**src/rtl/alu32_pipe_if.sv**
```systemverilog
// rtl/alu32_pipe_if.sv - request/result channel bundle for the pipelined 32-bit ALU
interface alu32_pipe_if #(
  parameter int TAG_W = 4
);
  // Request channel
  logic             in_valid;
  logic             in_ready;
  logic [1:0]       in_f;
  logic [31:0]      in_a;
  logic [31:0]      in_b;
  logic [TAG_W-1:0] in_tag;

  // Result channel
  logic             out_valid;
  logic             out_ready;
  logic [31:0]      out_y;
  logic             out_zero;
  logic             out_overflow;
  logic             out_negative;
  logic             out_carry;
  logic [TAG_W-1:0] out_tag;

  // The ALU responds to requests and produces results
  modport slave (
    input  in_valid, in_f, in_a, in_b, in_tag, out_ready,
    output in_ready, out_valid, out_y, out_zero, out_overflow,
           out_negative, out_carry, out_tag
  );

  // Issuer / consumer side
  modport master (
    output in_valid, in_f, in_a, in_b, in_tag, out_ready,
    input  in_ready, out_valid, out_y, out_zero, out_overflow,
           out_negative, out_carry, out_tag
  );
endinterface

```
**src/rtl/alu32_pipe.sv**
```systemverilog
// rtl/alu32_pipe.sv - two-stage handshaked 32-bit add/sub/and/or ALU (optional ALU_PIPE_STATS_EN counters)
module alu32_pipe #(
  parameter int TAG_W = 4
) (
  input  logic        clk,
  input  logic        reset_n,
  alu32_pipe_if.slave bus
`ifdef ALU_PIPE_STATS_EN
  ,
  output logic [31:0] stat_ops,
  output logic [31:0] stat_ovf
`endif
);

  // Stage 1: captured request
  logic             s1_valid_q;
  logic [1:0]       s1_f_q;
  logic [31:0]      s1_a_q;
  logic [31:0]      s1_b_q;
  logic [TAG_W-1:0] s1_tag_q;

  // Stage 2: computed result
  logic             s2_valid_q;
  logic [31:0]      s2_y_q;
  logic             s2_zero_q;
  logic             s2_ovf_q;
  logic             s2_neg_q;
  logic             s2_carry_q;
  logic [TAG_W-1:0] s2_tag_q;

  // Result of stage 1 operands, loaded into stage 2
  logic [31:0]      s2_y_d;
  logic             s2_ovf_d;
  logic             s2_carry_d;
  logic [31:0]      b_op;
  logic [32:0]      sum;

  logic s2_adv;
  logic s1_adv;

  // Advance conditions depend only on registered valids and the consumer's ready
  assign s2_adv = !s2_valid_q || bus.out_ready;
  assign s1_adv = !s1_valid_q || s2_adv;
  assign bus.in_ready = s1_adv;

  // Stage 1 register: take a new request whenever the stage can move
  always_ff @(posedge clk or negedge reset_n) begin
    if (!reset_n) begin
      s1_valid_q <= 1'b0;
      s1_f_q     <= '0;
      s1_a_q     <= '0;
      s1_b_q     <= '0;
      s1_tag_q   <= '0;
    end else if (s1_adv) begin
      s1_valid_q <= bus.in_valid;
      if (bus.in_valid) begin
        s1_f_q   <= bus.in_f;
        s1_a_q   <= bus.in_a;
        s1_b_q   <= bus.in_b;
        s1_tag_q <= bus.in_tag;
      end
    end
  end

  // ALU datapath: subtraction reuses the adder as A + ~B + 1
  always_comb begin
    s2_y_d     = '0;
    s2_ovf_d   = 1'b0;
    s2_carry_d = 1'b0;
    b_op       = s1_f_q[0] ? ~s1_b_q : s1_b_q;
    sum        = {1'b0, s1_a_q} + {1'b0, b_op} + {32'd0, s1_f_q[0]};
    case (s1_f_q)
      2'b00, 2'b01: begin
        s2_y_d     = sum[31:0];
        s2_carry_d = sum[32];
        // For sub, b_op[31] is ~B[31], so this covers both add and sub rules
        s2_ovf_d   = (s1_a_q[31] == b_op[31]) && (sum[31] != s1_a_q[31]);
      end
      2'b10:   s2_y_d = s1_a_q & s1_b_q;
      default: s2_y_d = s1_a_q | s1_b_q;
    endcase
  end

  // Stage 2 register: output data is held after a transfer, only valid drops
  always_ff @(posedge clk or negedge reset_n) begin
    if (!reset_n) begin
      s2_valid_q <= 1'b0;
      s2_y_q     <= '0;
      s2_zero_q  <= 1'b0;
      s2_ovf_q   <= 1'b0;
      s2_neg_q   <= 1'b0;
      s2_carry_q <= 1'b0;
      s2_tag_q   <= '0;
    end else if (s2_adv) begin
      s2_valid_q <= s1_valid_q;
      if (s1_valid_q) begin
        s2_y_q     <= s2_y_d;
        s2_zero_q  <= (s2_y_d == 32'd0);
        s2_ovf_q   <= s2_ovf_d;
        s2_neg_q   <= s2_y_d[31];
        s2_carry_q <= s2_carry_d;
        s2_tag_q   <= s1_tag_q;
      end
    end
  end

  assign bus.out_valid    = s2_valid_q;
  assign bus.out_y        = s2_y_q;
  assign bus.out_zero     = s2_zero_q;
  assign bus.out_overflow = s2_ovf_q;
  assign bus.out_negative = s2_neg_q;
  assign bus.out_carry    = s2_carry_q;
  assign bus.out_tag      = s2_tag_q;

`ifdef ALU_PIPE_STATS_EN
  logic [31:0] stat_ops_q;
  logic [31:0] stat_ovf_q;

  // Count completed result transfers and those flagged as overflowing
  always_ff @(posedge clk or negedge reset_n) begin
    if (!reset_n) begin
      stat_ops_q <= '0;
      stat_ovf_q <= '0;
    end else if (s2_valid_q && bus.out_ready) begin
      stat_ops_q <= stat_ops_q + 32'd1;
      if (s2_ovf_q) begin
        stat_ovf_q <= stat_ovf_q + 32'd1;
      end
    end
  end

  assign stat_ops = stat_ops_q;
  assign stat_ovf = stat_ovf_q;
`endif

endmodule

```
**src/flat_wrapper.sv**
```systemverilog
// flat-port wrapper written by rule: the top's interface ports become plain ports
module alu32_pipe_flat 
#(
  parameter int TAG_W = 4
)
  (clk, reset_n, bus_in_valid, bus_in_f, bus_in_a, bus_in_b, bus_in_tag, bus_out_ready, bus_in_ready, bus_out_valid, bus_out_y, bus_out_zero, bus_out_overflow, bus_out_negative, bus_out_carry, bus_out_tag);
  alu32_pipe_if #(.TAG_W(TAG_W)) bus_i ();
  input  logic clk;
  input  logic reset_n;
  input wire logic [$bits(bus_i.in_valid)-1:0] bus_in_valid;
  input wire logic [$bits(bus_i.in_f)-1:0] bus_in_f;
  input wire logic [$bits(bus_i.in_a)-1:0] bus_in_a;
  input wire logic [$bits(bus_i.in_b)-1:0] bus_in_b;
  input wire logic [$bits(bus_i.in_tag)-1:0] bus_in_tag;
  input wire logic [$bits(bus_i.out_ready)-1:0] bus_out_ready;
  output wire logic [$bits(bus_i.in_ready)-1:0] bus_in_ready;
  output wire logic [$bits(bus_i.out_valid)-1:0] bus_out_valid;
  output wire logic [$bits(bus_i.out_y)-1:0] bus_out_y;
  output wire logic [$bits(bus_i.out_zero)-1:0] bus_out_zero;
  output wire logic [$bits(bus_i.out_overflow)-1:0] bus_out_overflow;
  output wire logic [$bits(bus_i.out_negative)-1:0] bus_out_negative;
  output wire logic [$bits(bus_i.out_carry)-1:0] bus_out_carry;
  output wire logic [$bits(bus_i.out_tag)-1:0] bus_out_tag;
  assign bus_i.in_valid = bus_in_valid;
  assign bus_i.in_f = bus_in_f;
  assign bus_i.in_a = bus_in_a;
  assign bus_i.in_b = bus_in_b;
  assign bus_i.in_tag = bus_in_tag;
  assign bus_i.out_ready = bus_out_ready;
  assign bus_in_ready = bus_i.in_ready;
  assign bus_out_valid = bus_i.out_valid;
  assign bus_out_y = bus_i.out_y;
  assign bus_out_zero = bus_i.out_zero;
  assign bus_out_overflow = bus_i.out_overflow;
  assign bus_out_negative = bus_i.out_negative;
  assign bus_out_carry = bus_i.out_carry;
  assign bus_out_tag = bus_i.out_tag;
  alu32_pipe #(.TAG_W(TAG_W)) u_core (.clk(clk), .reset_n(reset_n), .bus(bus_i));
endmodule
```
**config.mk**
```make
export PLATFORM = sky130hd
export DESIGN_NAME = alu32_pipe_flat
export DESIGN_NICKNAME = d
export VERILOG_FILES = /design/src/rtl/alu32_pipe_if.sv /design/src/rtl/alu32_pipe.sv /design/src/flat_wrapper.sv
export SDC_FILE = /design/constraint.sdc
export NUM_CORES = 1
export LEC_CHECK = 0
export BUFFER_PORTS_ARGS = -buffer_cell sky130_fd_sc_hd__buf_2
export CAP_MARGIN = 40
export CELL_PAD_IN_SITES_DETAIL_PLACEMENT = 0
export CELL_PAD_IN_SITES_GLOBAL_PLACEMENT = 1
export CORE_ASPECT_RATIO = 1.25
export CORE_MARGIN = 8
export CORE_UTILIZATION = 44
export CTS_CLUSTER_SIZE = 14
export DETAILED_ROUTE_END_ITERATION = 6
export GPL_TIMING_DRIVEN = 1
export PLACE_DENSITY_LB_ADDON = 0.1
export SLEW_MARGIN = 10
export SYNTH_ARGS = -nofsm -noshare
export SYNTH_HDL_FRONTEND = slang
export SYNTH_SLANG_ARGS = --single-unit
```
**constraint.sdc**
```tcl
create_clock -name clk -period 6.8 [get_ports clk]
set_clock_uncertainty 0.1 [all_clocks]
set_input_delay 2.04 -clock clk [delete_from_list [all_inputs] [get_ports clk]]
set_output_delay 2.04 -clock clk [all_outputs]
set_load 0.05 [all_outputs]
```
==> metrics.txt <==
htree depth=3; crit-path max FO=41; Post-DP Area=7800 sq um; die footprint=20400 sq um; number of global-route vias before repair=5832; largest net degree at the start of global routing=67; Clock Path Buffers=2; count of yosys warnings during synthesis=0; CTS Buf Count=9; mapped cell area=7070 sq um; worst hold start=u_core.bus.out_y[0]; Die Height=158 microns; Root Driver=clkbuf_16; GP Congestion=0.881; ys async rst share=100%; Post-synth EDFFs=0; endpoints failing setup=0; synth unique cells=62; Final Cell Area=8090 sq um; maximum capacitance violations=0; WP data required=6960 ps; syn_area_per_cell=10.0 sq um; Worst Hold Path EP=u_core.bus.out_y[0]; Post-synth top cells=dfrtp_1, mux2_2, nand2_1, o21ai_0, a21oi_1; Post-Place Cells=1004; I/O pin cnt=116; Routed Antenna Nets=0; fin cells=1020; Clock transition at path regs=80 ps; CP delay by family, top=compound AO/OA/AOI/OAI gates; Core ar.=15900 sq um; gr usage total=18.6%; postcts setup bufs=0; dpl hpwl=13900 microns; initial antenna violation count=0; CP Class=flop to flop; WP buf/inv=1; vias per cell=5.51; DR WL/cell=17.6 microns; drt pass-1 iters=4; PostCTS Resize Cnt=0; LEAKAGE=3.60 nW; Crit-path slowest cell=dfrtp_2; drt drc=0; Port Buffers=115; hold depth=2; r2r startpoint=u_core.s1_f_q[0]; status=completed; Finished Core Util=50.8%; first-pass GRT wire length=30200 microns; Max Slew Vio Count=0; Tightest Pin Transition=875 ps; CP Launch Type=flop; ANT cells=0; max_slew headroom=41.7%; chip width=129 microns; final net count=913; reg2reg setup slack=1930 ps; Setup TNS=0 ps; Worst Path Arrival=5030 ps; Initial Util=44.3%; minimum clock period after layout=4870 ps; Hold Vio Cnt, Final=0; top cells by area, synth=dfrtp_1, mux2_2, ha_1, xor2_1, o21ai_0; TritonCTS clock tree=done; critical-path cell list=xor2_1 -> inv_1 -> fa_1 -> nand3b_1 -> a211oi_1 -> o21ai_0 -> o21ai_0 -> a211oi_1 -> nand4_1 -> nand3_1 -> nor4b_1 -> nand4_1 -> o31ai_2; Peak supply drop=205 uV; GRT overflow=0; CP peak stage delay=940 ps; most common cell in the netlist=dfrtp_1; proportion of layout cells with a drive suffix above 1=29.9%; routed vias=5622; cell taking the most area after synthesis=dfrtp_1; reg2reg end=u_core.bus.out_zero; TritonCTS sink count=111; worst skew pair latency=360 ps; worst hold path type=flop to flop; CP Depth=13; RSZ-0062 raised after global routing=no; Iteration-0 DRC Markers=253; final WL=18000 microns; top-area cell type share of the netlist area=39.3%; Primary FF master, synth=dfrtp_1; syn nets=820; Synth Instances=706; PwrDens=399 nW/um^2; r2r worst-path depth=13; CP Capture Type=flop; period utilization=71.6%; Site Rows=52; Yosys reg bits=111; Hold-fix buffers, CTS=0; Syn-to-layout area delta=14.4%; Peak Freq=206 MHz; sequential area share after synthesis=39.3%
-- state kept, by name (all words and copies together) (netlist names) --
signal and cells:
u_core.bus.out_carry 1, u_core.bus.out_negative 1, u_core.bus.out_overflow 1, u_core.bus.out_tag 4, u_core.bus.out_valid 1, u_core.bus.out_y 31
u_core.bus.out_zero 1, u_core.s1_a_q 32, u_core.s1_b_q 32, u_core.s1_f_q 2, u_core.s1_tag_q 4, u_core.s1_valid_q 1
-- logic make-up after synthesis --
kind of cell / Yosys count / synth area share [%]
compound gates: 176 / 15.3
xor+xnor: 52 / 6.44
fa+ha+maj: 60 / 10.0
buf+inv: 54 / 3.13
flops: 111 / 39.3
mux: 94 / 15.0
simple gates: 159 / 10.8
-- through the flow --
| step | power (mW) | hold WS (ps) | worst slack (ps) |
|---|---|---|---|
| after global placement | 2.71 | 360 | 2010 |
| after global routing | 3.47 | 404 | 1410 |
| after CTS | 3.27 | 388 | 1890 |
| final | 3.23 | 380 | 1930 |
| after detailed placement | 2.73 | 370 | 1960 |
| after floorplan | 2.28 | 375 | 1970 |
-- cell usage in the layout (no fill, tap or decap), types with 3 or more instances in the layout --
cell type / netlist / routed
o21a_1: 6 / 6
nor2_1: 31 / 31
o21ai_0: 59 / 59
inv_1: 16 / 16
a211oi_1: 7 / 7
nor3_1: 6 / 6
nand2b_1: 7 / 7
nand3b_1: 4 / 4
dfrtp_1: 111 / 109
nand2_1: 60 / 58
clkbuf_16: 0 / 9
xnor2_1: 11 / 11
a31oi_1: 3 / 3
xor2_1: 41 / 41
nand4_1: 10 / 10
a21o_1: 13 / 13
a21oi_1: 49 / 49
buf_2: 0 / 114
nor4_1: 4 / 4
or3_1: 3 / 3
buf_4: 2 / 6
nand3_1: 17 / 17
o31ai_1: 4 / 4
mux2_2: 91 / 91
maj3_1: 20 / 20
o21bai_1: 4 / 4
and3_1: 3 / 3
o22ai_1: 4 / 4
or2_2: 3 / 3
ha_1: 39 / 39
-- final cells by class --
| cell class | instances | area, sq um |
|---|---|---|
| tap | 216 | 270 |
| timing repair buffer | 120 | 616 |
| clock buffer | 9 | 225 |
| fill | 1511 | 7850 |
| sequential | 111 | 2780 |
| inverter | 16 | 60.1 |
| clock inverter | 7 | 63.8 |
| multi-input combinational | 541 | 4080 |
-- worst reg2reg max path: stages (launching register included) --
cell and delay [ps]:
dfrtp_2 940, xor2_1 270, inv_1 90, fa_1 440, nand3b_1 250, a211oi_1 350
o21ai_0 290, o21ai_0 600, a211oi_1 240, nand4_1 160, nand3_1 120, nor4b_1 470
nand4_1 200, o31ai_2 240
-- where the power goes --
group | switching (mW) | internal, mW
combinational | 1.14 | 0.619
clock | 0.263 | 0.257
sequential | 0.133 | 0.821
-- layer usage --
layer | track usage, % | part of all wire (%) | vias up
li1 | - | - | 2746
met1 | 21.9 | 42 | 2725
met2 | 32.8 | 51 | 123
met3 | 3.84 | 4.2 | 28
met4 | 6.45 | 2.4 | 0
met5 | 0 | 0 | -
-- how the worst max path moves through the flow --
stage                           from                   to  slack, ps
CTS                 u_core.s1_f_q[0]  u_core.bus.out_zero       1890
global route        u_core.s1_f_q[0]  u_core.bus.out_zero       1410
finish              u_core.s1_f_q[0]  u_core.bus.out_zero       1930
detailed placement  u_core.s1_f_q[0]  u_core.bus.out_zero       1960
global placement    u_core.s1_f_q[0]  u_core.bus.out_zero       2010
floorplan           u_core.s1_f_q[0]  u_core.bus.out_zero       1970
No activity file was read; power rests on OpenSTA's default activity.
